`config.mk`:
```
export PLATFORM = sky130hd
export DESIGN_NAME = sinc3_frame_packer
export DESIGN_NICKNAME = d
export VERILOG_FILES = /design/src/rtl/sinc3_pkg.sv /design/src/rtl/frame_fifo.sv /design/src/rtl/sinc3_frame_packer.sv
export SDC_FILE = /design/constraint.sdc
export NUM_CORES = 1
export LEC_CHECK = 0
export CORE_ASPECT_RATIO = 0.7
export CORE_MARGIN = 2
export CORE_UTILIZATION = 39
export CTS_CLUSTER_DIAMETER = 120
export DETAILED_ROUTE_END_ITERATION = 10
export PLACE_DENSITY = 0.57
export SETUP_SLACK_MARGIN = 0.1
export SLEW_MARGIN = 10
export SYNTH_ARGS = -nofsm -noshare
export SYNTH_HDL_FRONTEND = slang
export SYNTH_SLANG_ARGS = --single-unit
```
`constraint.sdc`:
```
create_clock -name mclk -period 8.3 [get_ports mclk]
set_input_delay 1.66 -clock mclk [delete_from_list [all_inputs] [get_ports mclk]]
set_output_delay 1.66 -clock mclk [all_outputs]
set_load 0.05 [all_outputs]
```
`src/rtl/sinc3_pkg.sv`:
```
// -----------------------------------------------------------------------------
// sinc3_pkg
// Definitions shared by the sinc3 frame packer and its output FIFO.
//   SINC3_W  width of the unsigned sinc3 decimator output
//   OUT_W    width of the signed, aligned output sample
//   D1_W     width of the offset-removed intermediate (one sign bit added)
//   state_t  frame FSM states
//   calc_k   log2 of the CIC mid-scale offset for a decimation select M
// -----------------------------------------------------------------------------
package sinc3_pkg;

   localparam int SINC3_W = 25;
   localparam int OUT_W   = 16;
   localparam int D1_W    = SINC3_W + 1;

   typedef enum logic {
      IDLE = 1'b0,
      FILL = 1'b1
   } state_t;

   // M above 7 is clamped to 7; K = 3*Meff + 2 (range 2..23).
   function automatic logic [4:0] calc_k(input logic [3:0] m);
      logic [3:0] meff;
      meff = (m > 4'd7) ? 4'd7 : m;
      return ({1'b0, meff} * 5'd3) + 5'd2;
   endfunction

endpackage

```
`src/rtl/frame_fifo.sv`:
```
// -----------------------------------------------------------------------------
// frame_fifo
// Synchronous FIFO with a registered first-word-fall-through head.
//   clk      rising-edge clock
//   rst      asynchronous active-high reset (empties the FIFO)
//   i_push   write request; accepted when not full, or when full with a pop
//   i_wdata  word to write
//   i_pop    read request; ignored while empty
//   o_rdata  head word, registered, stable until popped
//   o_valid  head word present
//   o_full   FIFO holds DEPTH words
//   o_level  number of stored words (head included)
// -----------------------------------------------------------------------------
module frame_fifo
   import sinc3_pkg::*;
#(
   parameter int WIDTH = OUT_W + 1,
   parameter int DEPTH = 16
) (
   input  logic                     clk,
   input  logic                     rst,
   input  logic                     i_push,
   input  logic [WIDTH-1:0]         i_wdata,
   input  logic                     i_pop,
   output logic [WIDTH-1:0]         o_rdata,
   output logic                     o_valid,
   output logic                     o_full,
   output logic [$clog2(DEPTH):0]   o_level
);

   localparam int AW = $clog2(DEPTH);
   localparam int LW = AW + 1;

   logic [WIDTH-1:0] r_mem [DEPTH];
   logic [AW-1:0]    r_wptr;
   logic [AW-1:0]    r_rptr;
   logic [LW-1:0]    r_count;
   logic [WIDTH-1:0] r_head;
   logic             r_valid;

   logic             w_pop_ok;
   logic             w_push_ok;
   logic             w_full;
   logic [AW-1:0]    w_wptr_nxt;
   logic [AW-1:0]    w_rptr_nxt;
   logic [LW-1:0]    w_count_nxt;
   logic [WIDTH-1:0] w_head_nxt;

   assign w_full      = (r_count == LW'(DEPTH));
   assign w_pop_ok    = i_pop & (r_count != '0);
   // A full FIFO still takes a word when the head leaves in the same cycle.
   assign w_push_ok   = i_push & (~w_full | w_pop_ok);
   assign w_wptr_nxt  = w_push_ok ? r_wptr + 1'b1 : r_wptr;
   assign w_rptr_nxt  = w_pop_ok  ? r_rptr + 1'b1 : r_rptr;
   assign w_count_nxt = r_count + LW'(w_push_ok) - LW'(w_pop_ok);

   // Next head: the word being written lands directly in the head register
   // when it is the one the read pointer will point at (empty FIFO case).
   always_comb begin
      w_head_nxt = r_head;
      if (w_count_nxt != '0) begin
         if (w_push_ok && (r_wptr == w_rptr_nxt)) begin
            w_head_nxt = i_wdata;
         end else begin
            w_head_nxt = r_mem[w_rptr_nxt];
         end
      end
   end

   always_ff @(posedge clk) begin
      if (w_push_ok) begin
         r_mem[r_wptr] <= i_wdata;
      end
   end

   always_ff @(posedge clk or posedge rst) begin
      if (rst) begin
         r_wptr  <= '0;
         r_rptr  <= '0;
         r_count <= '0;
         r_head  <= '0;
         r_valid <= 1'b0;
      end else begin
         r_wptr  <= w_wptr_nxt;
         r_rptr  <= w_rptr_nxt;
         r_count <= w_count_nxt;
         r_head  <= w_head_nxt;
         r_valid <= (w_count_nxt != '0);
      end
   end

   assign o_rdata = r_head;
   assign o_valid = r_valid;
   assign o_full  = w_full;
   assign o_level = r_count;

endmodule

```
`src/rtl/sinc3_frame_packer.sv`:
```
// -----------------------------------------------------------------------------
// sinc3_frame_packer
// Removes the sinc3 mid-scale offset, aligns/saturates each decimated sample
// to 16-bit signed and packs the words into FRAME_LEN-word frames in a FIFO.
//   mclk          clock, rising edge
//   rst           asynchronous active-high reset
//   en            capture enable, honoured only at frame boundaries
//   M             decimation select (values above 7 act as 7)
//   sample_in     unsigned sinc3 output
//   sample_valid  one-cycle strobe per new sample
//   out_data      signed output word
//   out_last      last word of a frame
//   out_valid     out_data/out_last valid
//   out_ready     consumer ready
//   fifo_level    words stored in the FIFO
//   ovf           sticky: a word was dropped on a full FIFO
//   ovf_clr       clears ovf (a simultaneous drop wins)
//   busy          frame FSM is in FILL
// -----------------------------------------------------------------------------
module sinc3_frame_packer
   import sinc3_pkg::*;
#(
   parameter int FRAME_LEN  = 256,
   parameter int FIFO_DEPTH = 16
) (
   input  logic                          mclk,
   input  logic                          rst,
   input  logic                          en,
   input  logic [3:0]                    M,
   input  logic [SINC3_W-1:0]            sample_in,
   input  logic                          sample_valid,
   output logic [OUT_W-1:0]              out_data,
   output logic                          out_last,
   output logic                          out_valid,
   input  logic                          out_ready,
   output logic [$clog2(FIFO_DEPTH):0]   fifo_level,
   output logic                          ovf,
   input  logic                          ovf_clr,
   output logic                          busy
);

   localparam int IW    = $clog2(FRAME_LEN);
   localparam int ALN_W = D1_W + 15;

   localparam logic signed [ALN_W-1:0] SAT_HI = ALN_W'(32767);
   localparam logic signed [ALN_W-1:0] SAT_LO = -SAT_HI - 1;

   // Align the offset-removed sample so that 2^K maps to 2^15, then clamp.
   // Right shifts are arithmetic (floor toward minus infinity).
   function automatic logic signed [OUT_W-1:0] align_sat(
      input logic signed [D1_W-1:0] d,
      input logic [4:0]             k
   );
      logic signed [ALN_W-1:0] w;
      w = {{15{d[D1_W-1]}}, d};
      if (k > 5'd15) begin
         w = w >>> (k - 5'd15);
      end else begin
         w = w <<< (5'd15 - k);
      end
      if (w > SAT_HI) begin
         return 16'sh7fff;
      end else if (w < SAT_LO) begin
         return 16'sh8000;
      end
      return w[OUT_W-1:0];
   endfunction

   logic [4:0]                w_k;
   logic signed [D1_W-1:0]    w_offset;
   logic signed [D1_W-1:0]    w_d1;

   logic signed [D1_W-1:0]    r_d1_p1;
   logic                      r_vld_p1;
   logic signed [OUT_W-1:0]   r_q_p2;
   logic                      r_vld_p2;

   state_t                    r_state;
   state_t                    w_state_nxt;
   logic [IW-1:0]             r_idx;
   logic [IW-1:0]             w_idx_nxt;
   logic                      w_push;
   logic                      w_last;
   logic                      w_drop;
   logic                      w_room;
   logic                      r_ovf;

   logic [OUT_W:0]            w_fifo_rdata;
   logic                      w_fifo_valid;
   logic                      w_fifo_full;

   assign w_k      = calc_k(M);
   assign w_offset = D1_W'(1) << w_k;
   assign w_d1     = $signed({1'b0, sample_in}) - w_offset;

   // ---- stage p1: offset removal ----
   always_ff @(posedge mclk) begin
      if (sample_valid) begin
         r_d1_p1 <= w_d1;
      end
   end

   // ---- stage p2: alignment and saturation ----
   always_ff @(posedge mclk) begin
      if (r_vld_p1) begin
         r_q_p2 <= align_sat(r_d1_p1, w_k);
      end
   end

   always_ff @(posedge mclk or posedge rst) begin
      if (rst) begin
         r_vld_p1 <= 1'b0;
         r_vld_p2 <= 1'b0;
      end else begin
         r_vld_p1 <= sample_valid;
         r_vld_p2 <= r_vld_p1;
      end
   end

   // ---- frame FSM: acts on the p2 write strobe ----
   assign w_room = ~w_fifo_full | (w_fifo_valid & out_ready);

   always_comb begin
      w_state_nxt = r_state;
      w_idx_nxt   = r_idx;
      w_push      = 1'b0;
      w_last      = 1'b0;
      w_drop      = 1'b0;
      if (r_vld_p2 && ((r_state == FILL) || en)) begin
         if (w_room) begin
            w_push = 1'b1;
            if (r_idx == IW'(FRAME_LEN - 1)) begin
               w_last      = 1'b1;
               w_idx_nxt   = '0;
               w_state_nxt = en ? FILL : IDLE;
            end else begin
               w_idx_nxt   = r_idx + 1'b1;
               w_state_nxt = FILL;
            end
         end else begin
            // Dropped words leave the index untouched so frames stay whole.
            w_drop = 1'b1;
         end
      end
   end

   always_ff @(posedge mclk or posedge rst) begin
      if (rst) begin
         r_state <= IDLE;
         r_idx   <= '0;
         r_ovf   <= 1'b0;
      end else begin
         r_state <= w_state_nxt;
         r_idx   <= w_idx_nxt;
         if (w_drop) begin
            r_ovf <= 1'b1;
         end else if (ovf_clr) begin
            r_ovf <= 1'b0;
         end
      end
   end

   frame_fifo #(
      .WIDTH (OUT_W + 1),
      .DEPTH (FIFO_DEPTH)
   ) u_fifo (
      .clk     (mclk),
      .rst     (rst),
      .i_push  (w_push),
      .i_wdata ({w_last, r_q_p2}),
      .i_pop   (out_ready),
      .o_rdata (w_fifo_rdata),
      .o_valid (w_fifo_valid),
      .o_full  (w_fifo_full),
      .o_level (fifo_level)
   );

   assign out_data  = w_fifo_rdata[OUT_W-1:0];
   assign out_last  = w_fifo_rdata[OUT_W];
   assign out_valid = w_fifo_valid;
   assign ovf       = r_ovf;
   assign busy      = (r_state == FILL);

endmodule

```
==> out/summary.log <==
qor: cells_and_area.post_route_cells_drive_above_1_share 17.59%
qor: cts.clk-insertion-delay-late 0.56 ns
qor: sta.rsz0062_at_grt false
qor: min_path.hold_path.class reg2reg
qor: cells_and_area.fin_cells 2209
qor: cts.ctsResizeCount 0
qor: detailed_routing.routed_via_density 6.068
qor: synth.synthFlopType sky130_fd_sc_hd__edfxtp_1
qor: run_status.outcome finished, final reports clean
qor: place.dpl.hpwl 38.76 mm
qor: detailed_routing.drtAntennaViolNets 0
qor: critical_path.worstPathMaxFanout 18
qor: synth.yosys_warnings 0
qor: cts.hold_buffer_count_at_cts 0
qor: synth.synth_register_bits 357
qor: floorplan.die_height 191.2 µm
qor: place.place_inst 2139
qor: critical_path.worst_ep_arrival_time 7.36 ns
qor: sta.clock.fmax 141.6 MHz
qor: floorplan.design.core.area 0.04935 mm²
qor: synth.synth_fp_nets 1542
qor: synth.netlist_instances 1456
qor: flow_run.maximum_capacitance_violations 0
qor: sta.finalHoldViolations 0
qor: detailed_routing.route.vias.total 13400
qor: critical_path.crit_path_kind in2reg
qor: sta.clock-skew-final 0.02908 ns
qor: detailed_routing.drc 0
qor: sta.slew_violations 0
qor: global_route.first_global_vias 13120
qor: global_route.grt.total_usage 22.36%
qor: sta.worstMarginPinSlew 1.013 ns
qor: global_route.grt_pass1_wl 86.68 mm
qor: floorplan.placementRows 68
qor: cells_and_area.fillers 4471
qor: floorplan.floorplan.die_area 0.05192 mm²
qor: place.port-buffer-count 59
qor: cts.clock_tree.buffer_depth 3
qor: floorplan.floorplan.initialDensity 39.58%
qor: synth.synth_enable_flop_cells 314
qor: sta.layout_min_cycle_time 7.064 ns
qor: critical_path.startpoint M[3]
qor: cts.cts.clk_slew.worst_paths 0.06 ns
qor: power.power.leakage 7.702 nW
qor: cells_and_area.num-nets-final 1600
qor: synth.main_combinational_cell_family_by_area_after_synthesis multiplexers
qor: synth.post_synth_fa_ha_maj_area_fraction 3.382%
qor: cells_and_area.flow.area_growth_from_synthesis 14.21%
qor: critical_path.worst_path_required 8.60 ns
qor: detailed_routing.routed_wire_length_per_instance 26.20 µm
qor: critical_path.critPathLaunchType input port
qor: sta.timing.final.setup_violations 0
qor: synth.synth_compound_gate_area_share 10.26%
qor: synth.synth.avg_cell_area 13.42 µm²
qor: sta.setup_tns 0 ns
qor: power.power_density 327.9 mW/mm²
qor: global_route.grt_max_degree 71
qor: cts.ctsHtreeMaxLevel 2
qor: detailed_routing.drtIter0Drc 1875
qor: synth.yosys-mux-area-fraction 18.88%
qor: synth.yosysSeqAreaShare 53.78%
qor: detailed_routing.drt_wl_total 57.88 mm
qor: global_route.number_of_antenna_violations_at_the_first_check_in_global_routing 1
qor: place.gp_congestion 1.019
qor: synth.synth-xor-area-share 1.832%
qor: critical_path.end_kind register
qor: floorplan.design.portCount 60
qor: synth.ys_async_sr_fraction 12.04%
qor: synth.synth_simple_gate_area_share 8.680%
qor: power.peakVddDrop 0.2077 mV
qor: sta.fin_crit_sh 85.11%
qor: cts.cts.sinks 357
qor: floorplan.die_x 271.5 µm
qor: global_route.globalRouteOverflowTotal 0
qor: cts.tritoncts.num_buffers 38
qor: sta.relative_slew_slack 32.22%
qor: min_path.worstHoldStart u_fifo.o_rdata[16]$_DFFE_PP0P_
qor: cts.clock_tree_from_tritoncts built
qor: cts.cts_setup_buffers 0
qor: detailed_routing.drt_first_pass_iters 9
qor: critical_path.crit-reg2reg-launch u_fifo.o_level[2]$_DFF_PP0_
qor: synth.synth_cell_types 76
qor: synth.mappedNetlistArea 0.01953 mm²
qor: cts.cts.root.buffer_cell sky130_fd_sc_hd__clkbuf_16
[through the flow]
step | utilization [%] | power (mW) | instance area (µm²) | hold slack, ns | worst slack (ns)
2_1_floorplan | - | 4.628 | 19530 | 0.4455 | 0.9308
3_3_place_gp | 42.62 | 5.609 | 21030 | 0.4626 | 0.8512
3_5_place_dp | 42.62 | 5.622 | 21030 | 0.4630 | 0.7694
4_1_cts | 45.19 | 7.354 | 22300 | 0.4795 | 1.338
5_1_grt | 45.19 | 7.671 | 22300 | 0.4981 | 0.9330
6_report | 45.21 | 7.314 | 22310 | 0.4770 | 1.236
[layout make-up]
type | count | area (µm²) | share of cell area [%]
Sequential cell | 357 | 10510 | 47.09
Clock buffer | 45 | 987.2 | 4.425
Clock inverter | 22 | 279.0 | 1.251
Tap cell | 665 | 832.0 | 3.730
Inverter | 51 | 191.4 | 0.8582
Timing Repair Buffer | 115 | 1036 | 4.644
Antenna cell | 3 | 7.507 | 0.03365
Multi-Input combinational cell | 951 | 8469 | 37.97
[power breakdown]
group | total [mW] | switching [mW] | internal, mW
clock | 1.72 | 0.730 | 0.990
combinational | 3.08 | 1.74 | 1.34
sequential | 2.51 | 0.233 | 2.28
[worst paths after layout]
kind                                             endpoint  slack [ns]  cells after the start
min reg2reg                u_fifo.o_rdata[16]$_DFFE_PP0P_        0.48                      2
max                                 r_d1_p1[24]$_DFFE_PP_        1.24                     18
max reg2reg                u_fifo.o_rdata[11]$_DFFE_PP0P_        4.11                     10
min in group asynchronous            r_idx[4]$_DFFE_PP0P_        1.61                      3
max in group asynchronous              r_vld_p2$_DFF_PP0_        6.25                      3
min                        u_fifo.o_rdata[16]$_DFFE_PP0P_        0.48                      2
[worst max-delay path, cell delays in order]
cell,delay (ns)
sky130_fd_sc_hd__clkdlybuf4s50_1,0.59
sky130_fd_sc_hd__or2_2,0.45
sky130_fd_sc_hd__buf_4,0.25
sky130_fd_sc_hd__ha_1,0.23
sky130_fd_sc_hd__fa_1,0.53
sky130_fd_sc_hd__nor2_1,0.51
sky130_fd_sc_hd__and2_1,0.22
sky130_fd_sc_hd__ha_1,0.18
sky130_fd_sc_hd__fa_1,0.22
sky130_fd_sc_hd__nor2b_1,0.06
sky130_fd_sc_hd__o31a_1,0.28
sky130_fd_sc_hd__o21ai_0,0.45
sky130_fd_sc_hd__a311oi_1,0.26
sky130_fd_sc_hd__o31ai_1,0.36
sky130_fd_sc_hd__a21oi_1,0.14
sky130_fd_sc_hd__o41ai_1,0.57
sky130_fd_sc_hd__o21ai_0,0.24
sky130_fd_sc_hd__xnor2_1,0.16
[metal layers]
metal	wire length, µm	vias up	track usage [%]	part of all wire (%)
met1	26950	6795	34.72	47
met2	23250	677	30.61	40
met5	0	-	0	0
met4	1084	0	4.670	1.9
li1	-	5840	-	-
met3	6595	92	6.494	11
[placed cells by master (no fill, tap or decap), drive strengths merged, types with 7 or more instances in the layout]
master           n
nor3            23
clkdlybuf4s50   59
nand2          101
a221oi           7
mux4           120
mux2            18
buf             56
nand3           29
o21a            26
inv             51
clkbuf          45
and2            19
mux2i           77
nor2b           23
dfrtp           43
or3             12
clkinv          17
o21ai           86
o221ai           9
xor2             9
a31oi           13
edfxtp         314
a211oi          19
nand2b           9
a21o            11
o211ai           8
nor4             8
a21oi           46
and3             9
xnor2           31
o22ai           17
nand4           17
nor2            78
ha              48
[flip-flops by register name, indices dropped and copies added, names as in the netlist]
register	count
u_fifo.o_rdata	17
u_fifo.o_level	5
busy	1
r_q_p2	16
u_fifo.r_rptr	4
r_idx	8
r_vld_p1	1
r_vld_p2	1
u_fifo.o_valid	1
u_fifo.r_wptr	4
r_d1_p1	26
ovf	1
u_fifo.r_mem	272
[cell usage after synthesis (6+ instances only)]
master,number,share of area [%]
sky130_fd_sc_hd__buf_2,12,0.31
sky130_fd_sc_hd__xnor2_1,31,1.4
sky130_fd_sc_hd__nor4_1,7,0.22
sky130_fd_sc_hd__nand4_1,17,0.54
sky130_fd_sc_hd__o221ai_1,9,0.40
sky130_fd_sc_hd__and2_1,19,0.61
sky130_fd_sc_hd__a221oi_1,6,0.27
sky130_fd_sc_hd__o21a_1,26,1.0
sky130_fd_sc_hd__xor2_1,8,0.36
sky130_fd_sc_hd__mux2_2,18,1.0
sky130_fd_sc_hd__clkbuf_1,67,1.3
sky130_fd_sc_hd__o211ai_1,8,0.31
sky130_fd_sc_hd__o21ai_0,86,2.2
sky130_fd_sc_hd__a211oi_1,19,0.73
sky130_fd_sc_hd__mux4_2,117,13
sky130_fd_sc_hd__o21bai_1,6,0.23
sky130_fd_sc_hd__or3b_2,6,0.27
sky130_fd_sc_hd__inv_1,48,0.92
sky130_fd_sc_hd__buf_1,7,0.13
sky130_fd_sc_hd__nor2b_1,23,0.74
sky130_fd_sc_hd__dfrtp_1,43,5.5
sky130_fd_sc_hd__a22oi_1,6,0.23
sky130_fd_sc_hd__buf_4,8,0.31
sky130_fd_sc_hd__or3_1,12,0.38
sky130_fd_sc_hd__edfxtp_1,314,48
sky130_fd_sc_hd__a21oi_1,46,1.2
sky130_fd_sc_hd__o22ai_1,17,0.54
sky130_fd_sc_hd__nor3_1,23,0.59
sky130_fd_sc_hd__nand2_1,101,1.9
sky130_fd_sc_hd__ha_1,48,3.1
sky130_fd_sc_hd__a31oi_1,12,0.38
sky130_fd_sc_hd__mux2i_1,77,3.9
sky130_fd_sc_hd__a21o_1,11,0.42
sky130_fd_sc_hd__nand2b_1,9,0.29
sky130_fd_sc_hd__nand3_1,29,0.74
sky130_fd_sc_hd__nor2_1,77,1.5
sky130_fd_sc_hd__and3_1,9,0.29
[cell families (layout without fill, tap and decap cells)]
logic type | count (synthesis) | count (layout)
AO/OA/AOI/OAI | 301 | 301
flip-flops | 357 | 357
adder cells (fa/ha/maj) | 51 | 51
XOR/XNOR | 40 | 40
buffers and inverters | 148 | 233
other | 0 | 3
AND/OR/NAND/NOR | 344 | 344
multiplexers | 215 | 215
(Power assumes the default switching activity.)
